--- src/rtl/ay_pkg.sv ---
// Shared definitions for the AY-3-8910 compatible PSG: register indices, R13 bits,
// per-register write masks, the 16-entry log volume table and envelope states.
package ay_pkg;

  localparam logic [3:0] AY_R_TONEA_L   = 4'd0;
  localparam logic [3:0] AY_R_TONEA_H   = 4'd1;
  localparam logic [3:0] AY_R_TONEB_L   = 4'd2;
  localparam logic [3:0] AY_R_TONEB_H   = 4'd3;
  localparam logic [3:0] AY_R_TONEC_L   = 4'd4;
  localparam logic [3:0] AY_R_TONEC_H   = 4'd5;
  localparam logic [3:0] AY_R_NOISE     = 4'd6;
  localparam logic [3:0] AY_R_MIXER     = 4'd7;
  localparam logic [3:0] AY_R_AMP_A     = 4'd8;
  localparam logic [3:0] AY_R_AMP_B     = 4'd9;
  localparam logic [3:0] AY_R_AMP_C     = 4'd10;
  localparam logic [3:0] AY_R_ENV_L     = 4'd11;
  localparam logic [3:0] AY_R_ENV_H     = 4'd12;
  localparam logic [3:0] AY_R_ENV_SHAPE = 4'd13;

  localparam int ENV_HOLD = 0;
  localparam int ENV_ALT  = 1;
  localparam int ENV_ATT  = 2;
  localparam int ENV_CONT = 3;

  // Index 0 is the rightmost element of each packed table.
  localparam logic [15:0][7:0] REG_MASK = {
    8'hFF, 8'hFF, 8'h0F, 8'hFF, 8'hFF, 8'h1F, 8'h1F, 8'h1F,
    8'hFF, 8'h1F, 8'h0F, 8'hFF, 8'h0F, 8'hFF, 8'h0F, 8'hFF
  };

  localparam logic [15:0][7:0] VOL_TAB = {
    8'hFF, 8'hB4, 8'h80, 8'h5A, 8'h40, 8'h2D, 8'h20, 8'h17,
    8'h10, 8'h0B, 8'h08, 8'h06, 8'h04, 8'h03, 8'h02, 8'h00
  };

  typedef enum logic [1:0] {
    ENV_ATTACK = 2'd0,
    ENV_DECAY  = 2'd1,
    ENV_HELD   = 2'd2
  } env_state_t;

endpackage

--- src/rtl/ay_tone_chan.sv ---
// One AY tone channel: 12-bit period counter that toggles a square wave on expiry.
module ay_tone_chan (
  input  logic        clock,
  input  logic        reset_n,
  input  logic        tick,
  input  logic [11:0] period,
  output logic        tone
);

  logic [11:0] cnt;
  logic [11:0] per_eff;
  logic [12:0] cnt_inc;

  assign per_eff = (period == 12'd0) ? 12'd1 : period;
  assign cnt_inc = {1'b0, cnt} + 13'd1;

  // >= rather than == so a period shortened below the current count wraps at once
  always_ff @(posedge clock or negedge reset_n) begin
    if (!reset_n) begin
      cnt  <= '0;
      tone <= 1'b0;
    end else if (tick) begin
      if (cnt_inc >= {1'b0, per_eff}) begin
        cnt  <= '0;
        tone <= ~tone;
      end else begin
        cnt  <= cnt_inc[11:0];
      end
    end
  end

endmodule

--- src/rtl/ay_psg.sv ---
// AY-3-8910 compatible PSG on the Z80 I/O bus: 0xFFFD select/readback, 0xBFFD data.
// Define AY_SIGMA_DELTA_EN to drive snd_pin from a first-order sigma-delta DAC.
//
//  state      | meaning
//  ENV_ATTACK | envelope level = step (rising)
//  ENV_DECAY  | envelope level = 15 - step (falling)
//  ENV_HELD   | envelope frozen at env_hold_lvl until R13 is rewritten
module ay_psg
  import ay_pkg::*;
#(
  parameter int CE_DIV = 16
) (
  input  logic        clock,
  input  logic        reset_n,
  input  logic [15:0] A,
  input  logic [7:0]  D_in,
  input  logic        nIORQ,
  input  logic        nRD,
  input  logic        nWR,
  input  logic        nM1,
  output logic [7:0]  D_out,
  output logic        rd_sel,
  output logic [9:0]  sample,
  output logic        snd_pin
);

  localparam int CE_W = (CE_DIV > 2) ? $clog2(CE_DIV) : 1;

  logic [CE_W-1:0] ce_cnt;
  logic            ce;
  logic [3:0]      pre_cnt;
  logic            tone_tick;
  logic            noise_tick;

  assign ce         = (ce_cnt == '0);
  assign tone_tick  = ce & (pre_cnt[2:0] == 3'd7);
  assign noise_tick = ce & (pre_cnt == 4'd15);

  always_ff @(posedge clock or negedge reset_n) begin
    if (!reset_n) begin
      ce_cnt  <= '0;
      pre_cnt <= '0;
    end else if (ce) begin
      ce_cnt  <= CE_W'(CE_DIV - 1);
      pre_cnt <= pre_cnt + 4'd1;
    end else begin
      ce_cnt  <= ce_cnt - 1'b1;
    end
  end

  // Bus decode and register file
  logic             sel_dec;
  logic             dat_dec;
  logic             wr_now;
  logic             wr_q;
  logic             wr_d;
  logic             wr_pulse;
  logic             reg_we;
  logic             env_wr;
  logic [3:0]       addr;
  logic             addr_valid;
  logic [15:0][7:0] regs;

  assign sel_dec  = A[15] & A[14] & ~A[1];
  assign dat_dec  = A[15] & ~A[14] & ~A[1];
  assign wr_now   = ~nIORQ & ~nWR & nM1;
  assign wr_pulse = wr_q & ~wr_d;
  assign reg_we   = wr_pulse & dat_dec & addr_valid;
  assign env_wr   = reg_we & (addr == AY_R_ENV_SHAPE);

  always_ff @(posedge clock or negedge reset_n) begin
    if (!reset_n) begin
      wr_q       <= 1'b0;
      wr_d       <= 1'b0;
      addr       <= '0;
      addr_valid <= 1'b1;
      regs       <= '0;
    end else begin
      wr_q <= wr_now;
      wr_d <= wr_q;
      if (wr_pulse & sel_dec) begin
        addr       <= D_in[3:0];
        addr_valid <= (D_in[7:4] == 4'd0);
      end
      if (reg_we) regs[addr] <= D_in & REG_MASK[addr];
    end
  end

  assign rd_sel = ~nIORQ & ~nRD & nM1 & sel_dec;
  assign D_out  = addr_valid ? regs[addr] : 8'hFF;

  // Noise
  logic [4:0]  nz_cnt;
  logic [4:0]  nz_per;
  logic [5:0]  nz_inc;
  logic [16:0] lfsr;
  logic        noise;

  assign nz_per = (regs[AY_R_NOISE][4:0] == 5'd0) ? 5'd1 : regs[AY_R_NOISE][4:0];
  assign nz_inc = {1'b0, nz_cnt} + 6'd1;
  assign noise  = lfsr[0];

  always_ff @(posedge clock or negedge reset_n) begin
    if (!reset_n) begin
      nz_cnt <= '0;
      lfsr   <= 17'h1;
    end else if (noise_tick) begin
      if (nz_inc >= {1'b0, nz_per}) begin
        nz_cnt <= '0;
        lfsr   <= {lfsr[0] ^ lfsr[3], lfsr[16:1]};
      end else begin
        nz_cnt <= nz_inc[4:0];
      end
    end
  end

  // Envelope
  env_state_t  env_state;
  env_state_t  env_state_nx;
  logic [3:0]  env_step;
  logic [3:0]  env_step_nx;
  logic [3:0]  env_hold_lvl;
  logic [3:0]  env_hold_nx;
  logic [15:0] env_cnt;
  logic [15:0] env_per;
  logic [16:0] env_inc;
  logic        env_exp;
  logic [3:0]  env_level;

  assign env_per = ({regs[AY_R_ENV_H], regs[AY_R_ENV_L]} == 16'd0) ? 16'd1
                   : {regs[AY_R_ENV_H], regs[AY_R_ENV_L]};
  assign env_inc = {1'b0, env_cnt} + 17'd1;
  assign env_exp = tone_tick & (env_inc >= {1'b0, env_per});

  always_ff @(posedge clock or negedge reset_n) begin
    if (!reset_n) begin
      env_cnt      <= '0;
      env_state    <= ENV_DECAY;
      env_step     <= '0;
      env_hold_lvl <= '0;
    end else begin
      if (env_wr)         env_cnt <= '0;
      else if (env_exp)   env_cnt <= '0;
      else if (tone_tick) env_cnt <= env_inc[15:0];
      env_state    <= env_state_nx;
      env_step     <= env_step_nx;
      env_hold_lvl <= env_hold_nx;
    end
  end

  // A shape write takes priority over an expiry landing in the same cycle
  always_comb begin
    env_state_nx = env_state;
    env_step_nx  = env_step;
    env_hold_nx  = env_hold_lvl;
    if (env_wr) begin
      env_step_nx  = '0;
      env_state_nx = D_in[ENV_ATT] ? ENV_ATTACK : ENV_DECAY;
    end else if (env_exp && env_state != ENV_HELD) begin
      if (env_step != 4'd15) begin
        env_step_nx = env_step + 4'd1;
      end else begin
        env_step_nx = '0;
        if (!regs[AY_R_ENV_SHAPE][ENV_CONT]) begin
          env_state_nx = ENV_HELD;
          env_hold_nx  = 4'd0;
        end else if (regs[AY_R_ENV_SHAPE][ENV_HOLD]) begin
          env_state_nx = ENV_HELD;
          env_hold_nx  = {4{(env_state == ENV_ATTACK) ^ regs[AY_R_ENV_SHAPE][ENV_ALT]}};
        end else if (regs[AY_R_ENV_SHAPE][ENV_ALT]) begin
          env_state_nx = (env_state == ENV_ATTACK) ? ENV_DECAY : ENV_ATTACK;
        end
      end
    end
  end

  always_comb begin
    case (env_state)
      ENV_ATTACK: env_level = env_step;
      ENV_DECAY:  env_level = ~env_step;
      default:    env_level = env_hold_lvl;
    endcase
  end

  // Channels, mixer and volume
  logic [2:0]      tone;
  logic [2:0]      mix;
  logic [2:0][7:0] vol;

  for (genvar n = 0; n < 3; n++) begin : g_chan
    logic [3:0] lvl;

    ay_tone_chan u_tone (
      .clock   (clock),
      .reset_n (reset_n),
      .tick    (tone_tick),
      .period  ({regs[2*n+1][3:0], regs[2*n]}),
      .tone    (tone[n])
    );

    assign mix[n] = (tone[n] | regs[AY_R_MIXER][n]) & (noise | regs[AY_R_MIXER][n+3]);
    assign lvl    = regs[AY_R_AMP_A + n][4] ? env_level : regs[AY_R_AMP_A + n][3:0];
    assign vol[n] = mix[n] ? VOL_TAB[lvl] : 8'h00;
  end

  always_ff @(posedge clock or negedge reset_n) begin
    if (!reset_n) sample <= '0;
    else          sample <= 10'(vol[0]) + 10'(vol[1]) + 10'(vol[2]);
  end

`ifdef AY_SIGMA_DELTA_EN
  logic [10:0] sd_acc;

  always_ff @(posedge clock or negedge reset_n) begin
    if (!reset_n) sd_acc <= '0;
    else          sd_acc <= {1'b0, sd_acc[9:0]} + {1'b0, sample};
  end

  assign snd_pin = sd_acc[10];
`else
  assign snd_pin = 1'b0;
`endif

  logic unused_bits;
  assign unused_bits = ^{A, regs};

endmodule
--- config.mk ---
export PLATFORM = sky130hd
export DESIGN_NAME = ay_psg
export DESIGN_NICKNAME = d
export VERILOG_FILES = /design/src/rtl/ay_pkg.sv /design/src/rtl/ay_tone_chan.sv /design/src/rtl/ay_psg.sv
export SDC_FILE = /design/constraint.sdc
export NUM_CORES = 1
export LEC_CHECK = 0
export CORE_MARGIN = 5
export CORE_UTILIZATION = 40
export CTS_CLUSTER_DIAMETER = 100
export CTS_CLUSTER_SIZE = 14
export DETAILED_ROUTE_END_ITERATION = 8
export GPL_ROUTABILITY_DRIVEN = 0
export PLACE_DENSITY_LB_ADDON = 0.25
export SYNTH_ARGS = -nofsm -noshare
export SYNTH_HDL_FRONTEND = slang
export SYNTH_SLANG_ARGS = --single-unit
--- constraint.sdc ---
create_clock -name clock -period 12.95 [get_ports clock]
set_clock_uncertainty 0.1 [all_clocks]
set_input_delay 3.885 -clock clock [delete_from_list [all_inputs] [get_ports clock]]
set_output_delay 3.885 -clock clock [all_outputs]
set_load 0.1 [all_outputs]
# After elaboration in Yosys (flattened, before gate mapping)
# Memory sizes are Yosys's and may differ from the RTL's.
# Cells that the tools add are included.
[op_classes]
addsub = 10
n_lt_le_gt_ge = 10
eq_ne = 9
mux = 43
n_bitwise = 41
n_reduce_logical = 18
[op_table]
columns = ["op", "n"]
rows = [
  ["$bwmux 128", 1],
  ["$mux 8", 10],
  ["$mux 12", 6],
  ["$mux 16", 4],
  ["$add 12x1->13 const B", 3],
  ["$ge 13x12->1", 3],
  ["$logic_not 12->1", 3],
  ["$mux 4", 9],
  ["$bmux 8 s4", 1],
  ["$demux 8 s4", 1],
  ["$and 1x1->1", 20],
  ["$lt 4x5->1 const B", 4],
  ["$add 16x1->17 const B", 1],
  ["$ge 17x16->1", 1],
  ["$logic_not 16->1", 1],
  ["$mux 2", 6],
  ["$not 1->1", 11],
  ["$add 9x8->10", 1],
  ["$mux 5", 2],
  ["$add 8x8->9", 1],
  ["$add 4x1->4 const B", 2],
  ["$and 8x8->8", 1],
  ["$eq 4x4->1 const B", 2],
  ["$logic_not 4->1", 2],
  ["21 further kinds", 35],
]
[word_totals]
regBits = 240
rom_bits = 512
output_inout_bits = 20
word_cells = 170
mem_count = 4
[memory_table]
columns = ["name", "depth", "word_bits", "read_ports", "rd_clocked_by_memory_dff", "wr", "line_no", "text"]
rows = [
  ["(no name shown)", 16, 8, 1, 0, 0, "ay_psg.sv:203", "assign vol[n] = mix[n] ? VOL_TAB[lvl] : 8'h00;"],
  ["(no name shown)", 16, 8, 1, 0, 0, "ay_psg.sv:203", ""],
  ["(no name shown)", 16, 8, 1, 0, 0, "ay_psg.sv:203", ""],
  ["(no name shown)", 16, 8, 1, 0, 0, "ay_psg.sv:85", "if (reg_we) regs[addr] <= D_in & REG_MASK[addr];"],
]

# Logic depth before layout (Yosys ltp)
[depth]
depth_word = 8
mapped_depth = 20
mapped_depth_nobuf = 19

# Cells and area by module
# Synthesis repeated with hierarchy kept, for this count alone.
[hier_totals]
cells_unflattened = 1380
area_unflattened_um2 = 14430.1
[modules_own_cells]
columns = ["mod", "instances", "cells_each", "area_per_inst_um2", "seq_area_each_um2"]
rows = [
  ["ay_psg", 1, 1002, 11033.1, 4958.5],
  ["ay_tone_chan", 3, 126, 1132.3, 325.3],
]

# Least setup slack after synthesis
# No wires, ideal clock.
[synth_timing]
path_type = "input -> output"
from = "in nIORQ"
to = "out rd_sel"
arrival_ns = 6.094
required_ns = 8.965
slack_ns = 2.871
stages = 2
path_cell_list = "nand2b_1 -> nor3_1"
[synth_between]
elab_chain_cells = 4
[synth_lines]
columns = ["item", "line_no", "text"]
rows = [
  ["start: declaration", "ay_psg.sv:17", "input logic nIORQ,"],
  ["$not 1->1", "ay_psg.sv:89", "assign rd_sel = ~nIORQ & ~nRD & nM1 & sel_dec;"],
  ["$and 1x1->1 (3 in series)", "ay_psg.sv:89", ""],
  ["end: declaration", "ay_psg.sv:22", "output logic rd_sel,"],
]
# No other way between the ends.

# Worst setup path in the final report
[layout_timing]
from = "in A[1]"
to = "out rd_sel"
[layout_between]
elab_chain_cells = 3
[layout_lines]
columns = ["item", "line_no", "text"]
rows = [
  ["start: declaration", "ay_psg.sv:15", "input logic [15:0] A,"],
  ["$not 1->1", "ay_psg.sv:64", "assign sel_dec = A[15] & A[14] & ~A[1];"],
  ["$and 1x1->1", "ay_psg.sv:64", ""],
  ["$and 1x1->1", "ay_psg.sv:89", ""],
]
# No other way between the ends.

==> results.sh <==
export IMPL_chipHeight_um=198
export IMPL_outcome="complete, no violations"
export IMPL_drt_wl_total_um=32800
export IMPL_cp_required_ps=8960
export IMPL_syn_avg_cell_area_um2=10.5
export IMPL_firstDrtPassIters=5
export IMPL_ys_seq_area_frac=0.420
export IMPL_cts_setup_buffers=0
export IMPL_grt_total_usage=0.168
export IMPL_ctsHoldBuffers=0
export IMPL_dpl_instance_area_um2=14800
export IMPL_synth_ff_type="dfrtp_1"
export IMPL_core_um2=34700
export IMPL_cts_sinks=237
export IMPL_post_dp_hpwl_um=23300
export IMPL_post_route_cell_area_um2=15400
export IMPL_instances_no_fill=1815
export IMPL_async_reset_ff_frac=1.00
export IMPL_fin_ws_ps=3160
export IMPL_synth_cells=1346
export IMPL_syn2layout_area_growth_pct=9.06
export IMPL_rsz0062_at_grt="false"
export IMPL_min_path_type="reg -> reg"
export IMPL_slew_headroom=0.294
export IMPL_worstPathMaxFanout=2
export IMPL_grt_overflow=0
export IMPL_die_x_um=198
export IMPL_cpPeakStageDelay_ps=1170
export IMPL_worst_pin_slew_ps=1030
export IMPL_crit_top_cell="clkdlybuf4s50_1"
export IMPL_startpoint_type="input port"
export IMPL_cts_clk_slew_worst_paths_ps=60
export IMPL_synth_edf_count=0
export IMPL_crit_slowest_cell="clkdlybuf4s50_1"
export IMPL_netlist_area_leader_share=0.415
export IMPL_cp_cell_sequence="clkdlybuf4s50_1 -> nand3b_1 -> nor3_1 -> clkdlybuf4s50_1"
export IMPL_synthSimpleGateAreaFrac=0.127
export IMPL_max_freq_mhz=102
export IMPL_placement_io_buffers=35
export IMPL_fin_crit_ps=9790
export IMPL_fin_util=0.444
export IMPL_layout_drive_gt1_share=0.126
export IMPL_netlist_area_um2=14100
export IMPL_grt_pass1_wl_um=54000
export IMPL_grt_pass1_vias=9797
export IMPL_synth_top_family_by_area="multiplexers"
export IMPL_die_area_um2=39200
export IMPL_worstSetupPathType="in -> out"
export IMPL_yosysWarnings=0
export IMPL_start_util=0.407
export IMPL_drc=0
export IMPL_placed_cells=1780
export IMPL_nNetsFinal=1476
export IMPL_cts_tree="yes"
export IMPL_viasPerCell=5.51
export IMPL_htree_levels=1
export IMPL_p_leak_nw=7.06
export IMPL_synth_nets=1475
export IMPL_worst_setup_path_end_kind="output pin"
export IMPL_synth_cell_types=72
export IMPL_synth_area_top_cells="dfrtp_1 41%, ha_1 8.0%, mux4_2 6.9%"
export IMPL_ir_drop_mv=0.0790
export IMPL_cp_top_family="buffers and inverters"
export IMPL_synthMuxAreaShare=0.157
export IMPL_num_antenna_cells=0
export IMPL_antenna_found_initial=2
export IMPL_setup_viol=0
export IMPL_post_place_ws_ps=3120
export IMPL_cts_buffers=20
export IMPL_finalCritPeriodShare=0.756
export IMPL_r2r_slack_ps=8130
export IMPL_synth_xor_xnor_area_share=0.0409
export IMPL_drt_iter0_markers=630
export IMPL_core_rowCount=68
export IMPL_power_density_nw_per_um2=94.5
export IMPL_wl_per_cell_um=18.1
export IMPL_clockBufferDepth=3
export IMPL_hold_viol_final=0
export IMPL_setup_tns_ps=0
export IMPL_vias=10000
export IMPL_synth_largest_area_cell="dfrtp_1"
export IMPL_drv_slew=0
export IMPL_synth_seq_cells=237
export IMPL_ant_nets=0
export IMPL_synthAdderAreaFrac=0.0925
export IMPL_cts_resized=0
export IMPL_maxCapViolCount=0
export IMPL_clk_latency_ps=510
export IMPL_grt_max_degree=116
export IMPL_cp_arrival_ps=5800
export IMPL_path_buf_inv=2
export IMPL_ioPinCount=50
export IMPL_cts_root_buf="clkbuf_16"
export IMPL_synth_compound_gate_area_share=0.121
## worst paths after layout
kind | to | from | depth (start not counted)
max | rd_sel | A[1] | 4
min | wr_d | wr_q | 0
max reg2reg | sample[9] | env_state[0] | 17
min reg2reg | wr_d | wr_q | 0
max in group asynchronous | addr[0] | reset_n | 3
min in group asynchronous | g_chan[0].u_tone.cnt[6] | reset_n | 1
## kinds of logic after synthesis
kind of cell               after synthesis
other                                    1
DFF                                    237
buffers and inverters                  144
AOI/OAI and AO/OA                      267
xor gates and xnor gates                66
muxes                                  155
and+or+nand+nor                        377
adders and majority gates               99
## power breakdown
part | switching (mW) | leakage, nW | internal (mW) | total [mW]
clock | 0.276 | 0.275 | 0.302 | 0.578
sequential | 0.0190 | 3.24 | 0.743 | 0.762
combinational | 0.0758 | 3.55 | 0.0393 | 0.115
total | 0.371 | 7.06 | 1.08 | 1.46
## cells in the mapped netlist, drive strengths merged (22+ instances only)
cell type	n
xnor2	39
nor2	49
nand2b	23
mux4	43
clkbuf	43
xor2	27
nand2	179
dfrtp	234
buf	22
ha	90
a21oi	35
o21ai	120
a22o	23
nand3	34
mux2	95
inv	79
## per-stage QoR
stage	total power [mW]	hold slack [ps]
3_5_place_dp	0.894	276
5_1_grt	1.51	301
4_1_cts	1.47	288
2_1_floorplan	0.848	255
6_report	1.46	285
3_3_place_gp	0.892	260
## area by class of cell
type                    instances  area (um^2)
fillers                      3258        19300
multi-input cells             965         7600
flip-flops and latches        237         5940
clock buffers                  35          578
well taps                     455          569
repair buffers                 44          423
inverters                      79          297
## sequential cells by signal (all words and copies together), names as in the netlist, 5 cells and up
register,cells
env_cnt,16
g_chan.u_tone.cnt,36
sample,10
nz_cnt,5
regs,128
lfsr,17
## worst register-to-register path: stages (launching register included)
cell and delay, ps:
dfstp_2 640, xnor2_1 150, a21oi_1 130, mux2i_1 560
ha_1 420, or3_1 390, a31o_1 260, fa_1 540
inv_1 40, ha_1 210, fa_1 400, a21oi_1 140
nor2_1 50, nor2_1 150, o21bai_1 80, a21oi_1 210
nor2b_1 70, o21a_1 170
## placed cells by master, fill, tap and decap left out, types with 39 or more instances in the layout
cell type	n
dfrtp_1	233
nand2_1	178
ha_1	90
o21ai_1	81
mux2_2	78
inv_1	78
nor2_1	49
mux4_2	43
xnor2_1	39
o21ai_0	39
## per-layer routing
layer	vias up	track usage	share of wire
met5	-	0	0.0010
met4	4	0.0293	0.014
met3	34	0.0351	0.057
met2	215	0.262	0.45
met1	4948	0.247	0.48
li1	4799	-	-
(Power assumes the default switching activity.)
